### src/rtl/norm_out_if.sv
// norm_out_if: handshake/data bundle for the norm_out de-normalizer.
//   en, start    - block enable and conversion request (master -> slave)
//   frac         - S+8 bit unsigned fixed-point multiplier (master -> slave)
//   scale        - 20 bit unsigned full-scale value (master -> slave)
//   result, ovf  - saturated de-normalized value and saturation flag (slave -> master)
//   ready, done  - ready to accept start / one-cycle completion pulse (slave -> master)
interface norm_out_if #(
  parameter int S = 8
);
  logic          en;
  logic          start;
  logic [S+7:0]  frac;
  logic [19:0]   scale;
  logic [19:0]   result;
  logic          ovf;
  logic          ready;
  logic          done;

  modport master (
    output en, start, frac, scale,
    input  result, ovf, ready, done
  );

  modport slave (
    input  en, start, frac, scale,
    output result, ovf, ready, done
  );
endinterface

### src/rtl/norm_out.sv
// norm_out: de-normalizes a fixed-point fraction against a 20-bit full scale.
//   result = floor(frac * scale / 2^D), saturated to 20'hFFFFF (ovf flags saturation).
//   The product is formed by a serial shift-add multiplier, one bit per enabled
//   cycle; done pulses S+9 enabled cycles after start is accepted.
// Ports:
//   MHz10 - system clock (rising edge)
//   rst   - asynchronous active-high reset
//   bus   - norm_out_if slave modport (en, start, frac, scale, result, ovf, ready, done)
// Build option:
//   NORM_OUT_ROUND_EN - when defined, adds 2^(D-1) before the shift by D
//                       (round half up); otherwise the product is truncated.
module norm_out #(
  parameter int S = 8,
  parameter int D = 8
) (
  input  logic       MHz10,
  input  logic       rst,
  norm_out_if.slave  bus
);

  localparam int FW = S + 8;             // multiplier width
  localparam int AW = FW + 20;           // accumulator / product width
  localparam int CW = $clog2(FW + 1);    // iteration counter width

  typedef enum logic {READY, MULT} state_t;

  state_t         state;
  logic [FW-1:0]  mplier;
  logic [AW-1:0]  mcand;
  logic [AW-1:0]  acc;
  logic [CW-1:0]  cnt;
  logic [19:0]    result_r;
  logic           ovf_r;
  logic           done_r;

  // One extra bit so a rounding increment can never wrap the product.
  logic [AW:0]    rounded;
  logic [AW:0]    shifted;
  logic           sat;
  logic [19:0]    sat_res;

`ifdef NORM_OUT_ROUND_EN
  localparam logic [AW:0] RND = (AW+1)'((2 ** D) >> 1);
  always_comb rounded = {1'b0, acc} + RND;
`else
  always_comb rounded = {1'b0, acc};
`endif

  always_comb begin
    shifted = rounded >> D;
    sat     = |shifted[AW:20];
    sat_res = sat ? 20'hFFFFF : shifted[19:0];
  end

  always_ff @(posedge MHz10 or posedge rst) begin
    if (rst) begin
      state    <= READY;
      mplier   <= '0;
      mcand    <= '0;
      acc      <= '0;
      cnt      <= '0;
      result_r <= '0;
      ovf_r    <= 1'b0;
      done_r   <= 1'b0;
    end else begin
      done_r <= 1'b0;
      if (bus.en) begin
        case (state)
          READY: begin
            if (bus.start) begin
              mplier <= bus.frac;
              mcand  <= AW'(bus.scale);
              acc    <= '0;
              cnt    <= CW'(FW);
              state  <= MULT;
            end
          end
          MULT: begin
            if (cnt != '0) begin
              if (mplier[0])
                acc <= acc + mcand;
              mplier <= mplier >> 1;
              mcand  <= mcand << 1;
              cnt    <= cnt - CW'(1);
            end else begin
              // Counter exhausted: the accumulator holds the full product.
              result_r <= sat_res;
              ovf_r    <= sat;
              done_r   <= 1'b1;
              state    <= READY;
            end
          end
          default: state <= READY;
        endcase
      end
    end
  end

  assign bus.ready  = (state == READY) && bus.en;
  assign bus.result = result_r;
  assign bus.ovf    = ovf_r;
  assign bus.done   = done_r;

endmodule

### src/flat_wrapper.sv
// flat-port wrapper written by rule: the top's interface ports become plain ports
module norm_out_flat 
#(
  parameter int S = 8,
  parameter int D = 8
)
  (MHz10, rst, bus_en, bus_start, bus_frac, bus_scale, bus_result, bus_ovf, bus_ready, bus_done);
  norm_out_if #(.S(S)) bus_i ();
  input  logic MHz10;
  input  logic rst;
  input wire logic [$bits(bus_i.en)-1:0] bus_en;
  input wire logic [$bits(bus_i.start)-1:0] bus_start;
  input wire logic [$bits(bus_i.frac)-1:0] bus_frac;
  input wire logic [$bits(bus_i.scale)-1:0] bus_scale;
  output wire logic [$bits(bus_i.result)-1:0] bus_result;
  output wire logic [$bits(bus_i.ovf)-1:0] bus_ovf;
  output wire logic [$bits(bus_i.ready)-1:0] bus_ready;
  output wire logic [$bits(bus_i.done)-1:0] bus_done;
  assign bus_i.en = bus_en;
  assign bus_i.start = bus_start;
  assign bus_i.frac = bus_frac;
  assign bus_i.scale = bus_scale;
  assign bus_result = bus_i.result;
  assign bus_ovf = bus_i.ovf;
  assign bus_ready = bus_i.ready;
  assign bus_done = bus_i.done;
  norm_out #(.S(S), .D(D)) u_core (.MHz10(MHz10), .rst(rst), .bus(bus_i));
endmodule
### config.mk
export PLATFORM = sky130hd
export DESIGN_NAME = norm_out_flat
export DESIGN_NICKNAME = d
export VERILOG_FILES = /design/src/rtl/norm_out_if.sv /design/src/rtl/norm_out.sv /design/src/flat_wrapper.sv
export SDC_FILE = /design/constraint.sdc
export NUM_CORES = 1
export LEC_CHECK = 0
export BUFFER_PORTS_ARGS = -buffer_cell sky130_fd_sc_hd__buf_2
export CELL_PAD_IN_SITES_DETAIL_PLACEMENT = 1
export CELL_PAD_IN_SITES_GLOBAL_PLACEMENT = 1
export CORE_ASPECT_RATIO = 1.75
export CORE_MARGIN = 5
export CORE_UTILIZATION = 50
export DETAILED_ROUTE_END_ITERATION = 12
export GPL_TIMING_DRIVEN = 1
export PLACE_DENSITY_LB_ADDON = 0.05
export SLEW_MARGIN = 30
export SYNTH_ARGS = -nofsm -noshare
export SYNTH_HDL_FRONTEND = slang
export SYNTH_SLANG_ARGS = --single-unit
### constraint.sdc
create_clock -name MHz10 -period 4.71 [get_ports MHz10]
set_input_delay 0.2355 -clock MHz10 [delete_from_list [all_inputs] [get_ports MHz10]]
set_output_delay 0.2355 -clock MHz10 [all_outputs]
set_load 0.01 [all_outputs]
Word level (Yosys, flattened, before mapping)
Cells that the tools add are included.
{"block": "totals", "regBits": 116, "input_bits": 40, "wordCells": 41}
{"block": "classes", "add_sub_neg": 2, "n_eq_ne": 3, "muxes": 20, "bitwise": 2, "n_reduce_logical": 6}
{"cell": "36-bit two-way mux", "n": 5}
{"cell": "36-bit case mux with 2 select lines", "n": 2}
{"cell": "36-bit adder", "n": 1}
{"cell": "16-bit two-way mux", "n": 2}
{"cell": "16-bit case mux with 2 select lines", "n": 1}
{"cell": "20-bit two-way mux", "n": 1}
{"cell": "5-bit two-way mux", "n": 2}
{"cell": "5-bit case mux with 2 select lines", "n": 1}
{"cell": "8-bit OR reduction", "n": 1}
{"cell": "2-bit inequality test, second input constant", "n": 3}
{"cell": "3-bit AND reduction", "n": 2}
{"cell": "1-bit two-way mux", "n": 5}
{"cell": "5-bit nonzero test", "n": 1}
{"cell": "5-bit by 1-bit subtractor with 5-bit output, second input constant", "n": 1}
{"cell": "4-bit AND reduction", "n": 1}
{"cell": "1-bit NOT", "n": 2}
{"cell": "1-bit case mux with 2 select lines", "n": 1}
{"cell": "1-bit logical AND", "n": 1}

Depth between registers and ports, before layout
{"block": "logic_depth", "ltp_word": 4, "mapped_depth": 12, "ltp_nobuf": 12}

Least setup slack after synthesis
OpenSTA, ideal clock, no wires.
{"block": "synth_timing", "path_type": "register -> register", "start": "register u_core.acc[0]", "end": "register u_core.acc[34]", "setup_time_ns": 0.125, "t_arrival_ns": 2.567, "required_time_ns": 4.585, "slack_ns": 2.017, "stages_incl_launch_ff": 13, "path_buffers": 0, "synth_period_minus_slack_ns": 2.693, "cell_sequence": "dfrtp_1 -> ha_1 -> fa_1 -> a211oi_1 -> o21ai_1 -> nand4_1 -> a31oi_1 -> o21bai_1 -> o211ai_1 -> a221oi_2 -> o21ai_1 -> xnor2_1 -> o21ai_1"}
{"block": "synth_between", "elab_chain_cells": 4}
{"item": "start: declaration", "line_no": "norm_out.sv:30", "text": "logic [AW-1:0] acc;"}
{"item": "start signal: assignment", "line_no": "norm_out.sv:81", "text": "acc <= acc + mcand;"}
{"item": "36-bit adder", "line_no": "norm_out.sv:81"}
{"item": "36-bit two-way mux", "line_no": "norm_out.sv:80", "text": "if (mplier[0])"}
{"item": "36-bit two-way mux", "line_no": "norm_out.sv:79", "text": "if (cnt != '0) begin"}
{"item": "36-bit case mux with 2 select lines", "line_no": "norm_out.sv:68", "text": "case (state)"}
Every way passes these cells. The select of a mux whose other input is x is not followed.
A chain may end at the register's enable or synchronous reset.

Final worst setup path
{"block": "layout_timing", "start": "register u_core.mcand[0]", "end": "register u_core.acc[34]"}
{"block": "layout_between", "elab_chain_cells": 4}
{"item": "start: declaration", "line_no": "norm_out.sv:29", "text": "logic [AW-1:0] mcand;"}
{"item": "start signal: assignment", "line_no": "norm_out.sv:72", "text": "mcand <= AW'(bus.scale);"}
{"item": "start signal: assignment", "line_no": "norm_out.sv:83", "text": "mcand <= mcand << 1;"}
{"item": "36-bit adder", "line_no": "norm_out.sv:81"}
{"item": "36-bit two-way mux", "line_no": "norm_out.sv:80"}
{"item": "36-bit two-way mux", "line_no": "norm_out.sv:79"}
{"item": "36-bit case mux with 2 select lines", "line_no": "norm_out.sv:68"}
Every way passes these cells. The select of a mux whose other input is x is not followed.

==> impl_metrics.ini <==
[worst_setup_path]
slowest_delay_ps = 430
worstSetupPathType = register to register
crit_family = compound AO/OA/AOI/OAI gates
cp-end-kind = register
cp_cell_sequence = ha_1 > fa_1 > a211oi_1 > o21ai_1 > nand4_1 > a31oi_1 > o21bai_1 > o211ai_1 > a221oi_2 > o21ai_1 > xnor2_1 > o21ai_1
cp.arrival_ps = 3480
path_common_cell = o21ai_1
crit_required_ps = 4980
start_kind = register
path_max_fanout = 3
path_buf_inv = 0
cpMaxStageDelayCell = fa_1

[timing]
hold_ws_ps = 65.9
tightest_slew_ps = 840
max_slew_margin_pct = 43.9
finalSetupViolations = 0
final-hold-violation-count = 0
slew_viol_final = 0
rsz0062_at_grt = no
fin_skew_ps = 9.40
setup_slack_ps = 1510
post-route-period-util_pct = 68.0
tns_ps = 0
fin_crit_ps = 3200
fmax_mhz = 312

[clock_network]
clk_pin_slew_ps = 60
insertion_delay_ps = 420
clockBufferDepth = 2
ctsResizeCount = 0
cts_buffers = 17
cts_tree = done
htreeDepth = 4
numClockSinks = 116
clockRootBuffer = clkbuf_16

[detailed_routing]
top_layer_used = met4
m1WireLength_mm = 6.50
drc = 0
dr.pass1.iters = 4
met3_length_um = 362
wl_met2_mm = 10.4
wl_mm = 17.5
ant_nets = 0
drt_iter0_markers = 151
wl_per_cell_um = 18.9
via_count = 5327
viasPerCell = 5.73

[yosys]
synth.area.top_cells = dfrtp_1 45%, o21ai_0 7.4%, ha_1 7.2%
synth.distinct_cells = 56
seq_area_frac_synth_pct = 44.9
synthSimpleGateAreaFrac_pct = 13.7
ys.flop_type = dfrtp_1
synth_top_area_share_pct = 44.9
synthMuxAreaShare_pct = 5.91
synth-edff-count = 0
ys_seq_elements = 116
yosysWarnings = 0
async_reset_ff_share_pct = 100
synth_common_cells = 117 x nand2_1, 116 x dfrtp_1, 96 x o21ai_0
syn_nets = 768
synth_top_area_cell = dfrtp_1
synth_compound_area_share_pct = 21.1
synth_area_per_cell_um2 = 9.37
synth_most_common_cell = nand2_1
syn-cell-area_um2 = 6460
synthesis.instances = 690
synthAdderAreaFrac_pct = 7.47
synth_xor_area_share_pct = 4.20
synth_top_family_by_area = compound AO/OA/AOI/OAI gates

[placed_design]
routabilityCongestion = 0.903
post_dp_cell_area_um2 = 6960
dp_slack_ps = 1540
port_buffers = 62
hpwl_mm = 12.6

[floorplanning]
start_util_pct = 50.5
die_y_um = 160
core_area_um2 = 12800
die_area_um2 = 15400
die_x_um = 95.9
pin_count = 63
rows = 55

[final_layout]
fin_nets = 824
fillers = 1489
drive_gt1_share_pct = 15.9
finish.instance_area_um2 = 7570
final-seq-area_um2 = 2900
multiInputGateArea_um2 = 3410
diodes = 0
syn_to_final_growth_pct = 17.1

[grt]
grt_pass1_vias = 5812
grt_use_total_pct = 24.0
grt_max_degree = 62
grt_antenna_before_repair = 0
grt-ovfl-total = 0
grt_pass1_wl_mm = 28.8

[run_status]
status = finished, final reports clean

[run]
cap_viol_max_count = 0

[power_and_ir_drop]
p_per_area_nw_per_um2 = 692
ir_drop_mv = 0.284
leakage_nw = 3.82

[hold_path]
hp-class = primary input to register
[state kept, by name (all words and copies together), names as in the netlist]
signal and cells:
u_core.mplier 16, u_core.bus.result 20, u_core.state 1, u_core.bus.ovf 1, u_core.bus.done 1, u_core.acc 36
u_core.cnt 5, u_core.mcand 36
[cells in the final DEF (no fill, tap or decap), drive strengths merged, types with 2 or more instances in the layout]
cell      synthesis  final
and3              5      5
or3               3      3
clkinvlp          0      2
xnor2            14     14
a21oi            39     39
o21ai           108    108
a31oi             6      6
a2111oi           2      2
clkinv            0      4
nor3              3      3
nand3            10     10
a22o             19     19
nor4              3      3
clkbuf           29     17
and2              3      3
inv              14     21
nand2b            4      4
o211ai            6      6
nor2b             6      6
xor2             17     17
nor2             37     37
ha               37     37
buf               3     68
dfrtp           116    116
nand4             6      6
o21a              4      4
bufinv            0      2
mux2i            37     37
nand2           117    117
a31o              4      4
o21bai            6      6
a21o             13     13
[kinds of logic (layout without fill, tap and decap cells)]
logic type | count (synthesis) | count (layout)
flops | 116 | 116
mux | 38 | 38
simple gates | 203 | 203
compound gates | 218 | 218
buf+inv | 46 | 115
xor+xnor | 31 | 31
fa+ha+maj | 38 | 38
[stage by stage]
step / power, mW / cells / util (%)
3_5_place_dp: 3.93 / 897 / 54.4
2_1_floorplan: 3.23 / 690 / -
5_1_grt: 5.63 / 930 / 59.1
3_3_place_gp: 3.78 / 896 / 54.1
4_1_cts: 5.29 / 930 / 59.1
6_report: 5.23 / 930 / 59.1
[timing repair]
| action | CTS | global route |
|---|---|---|
| setup buffers | 0 | 0 |
| hold buffers | 1 | 0 |
| endpoints found under the hold margin | 41 | 0 |
[routing by layer]
layer  global-route usage (%)  vias to the layer above
li1                         -                     2569
met5                        0                        -
met2                     46.2                       74
met1                     25.2                     2659
met3                     3.98                       25
met4                     7.97                        0
[power by group]
part / internal [mW] / total [mW] / switching [mW]
Clock: 0.793 / 1.31 / 0.520
Combinational: 0.877 / 2.21 / 1.33
Sequential: 1.38 / 1.71 / 0.325
Total: 3.05 / 5.23 / 2.18
[cell type report]
class	instances	area share, %
clock inverter	15	2.25
tap	171	2.83
sequential	116	38.4
inverter	14	0.728
timing repair buffer	69	5.09
clock buffer	17	5.62
multi-input combinational	528	45.1
[worst reg2reg max path: stages, from the launching register on]
cell,delay [ps]
dfrtp_1,400
ha_1,240
fa_1,430
a211oi_1,330
o21ai_1,170
nand4_1,150
a31oi_1,130
o21bai_1,220
o211ai_1,190
a221oi_2,400
o21ai_1,150
xnor2_1,180
o21ai_1,70
[worst paths after layout]
path                                 startpoint                    to  slack [ps]  depth (start not counted)
min in group asynchronous                   rst        u_core.acc[20]         450                          3
hold reg to reg            u_core.bus.result[8]  u_core.bus.result[8]         470                          2
setup reg to reg                u_core.mcand[0]        u_core.acc[34]        1510                         12
max in group asynchronous                   rst          u_core.state        3290                          4
hold / removal                     bus_scale[0]       u_core.mcand[0]          70                          3
setup / recovery                u_core.mcand[0]        u_core.acc[34]        1510                         12
(Power assumes the default switching activity.)
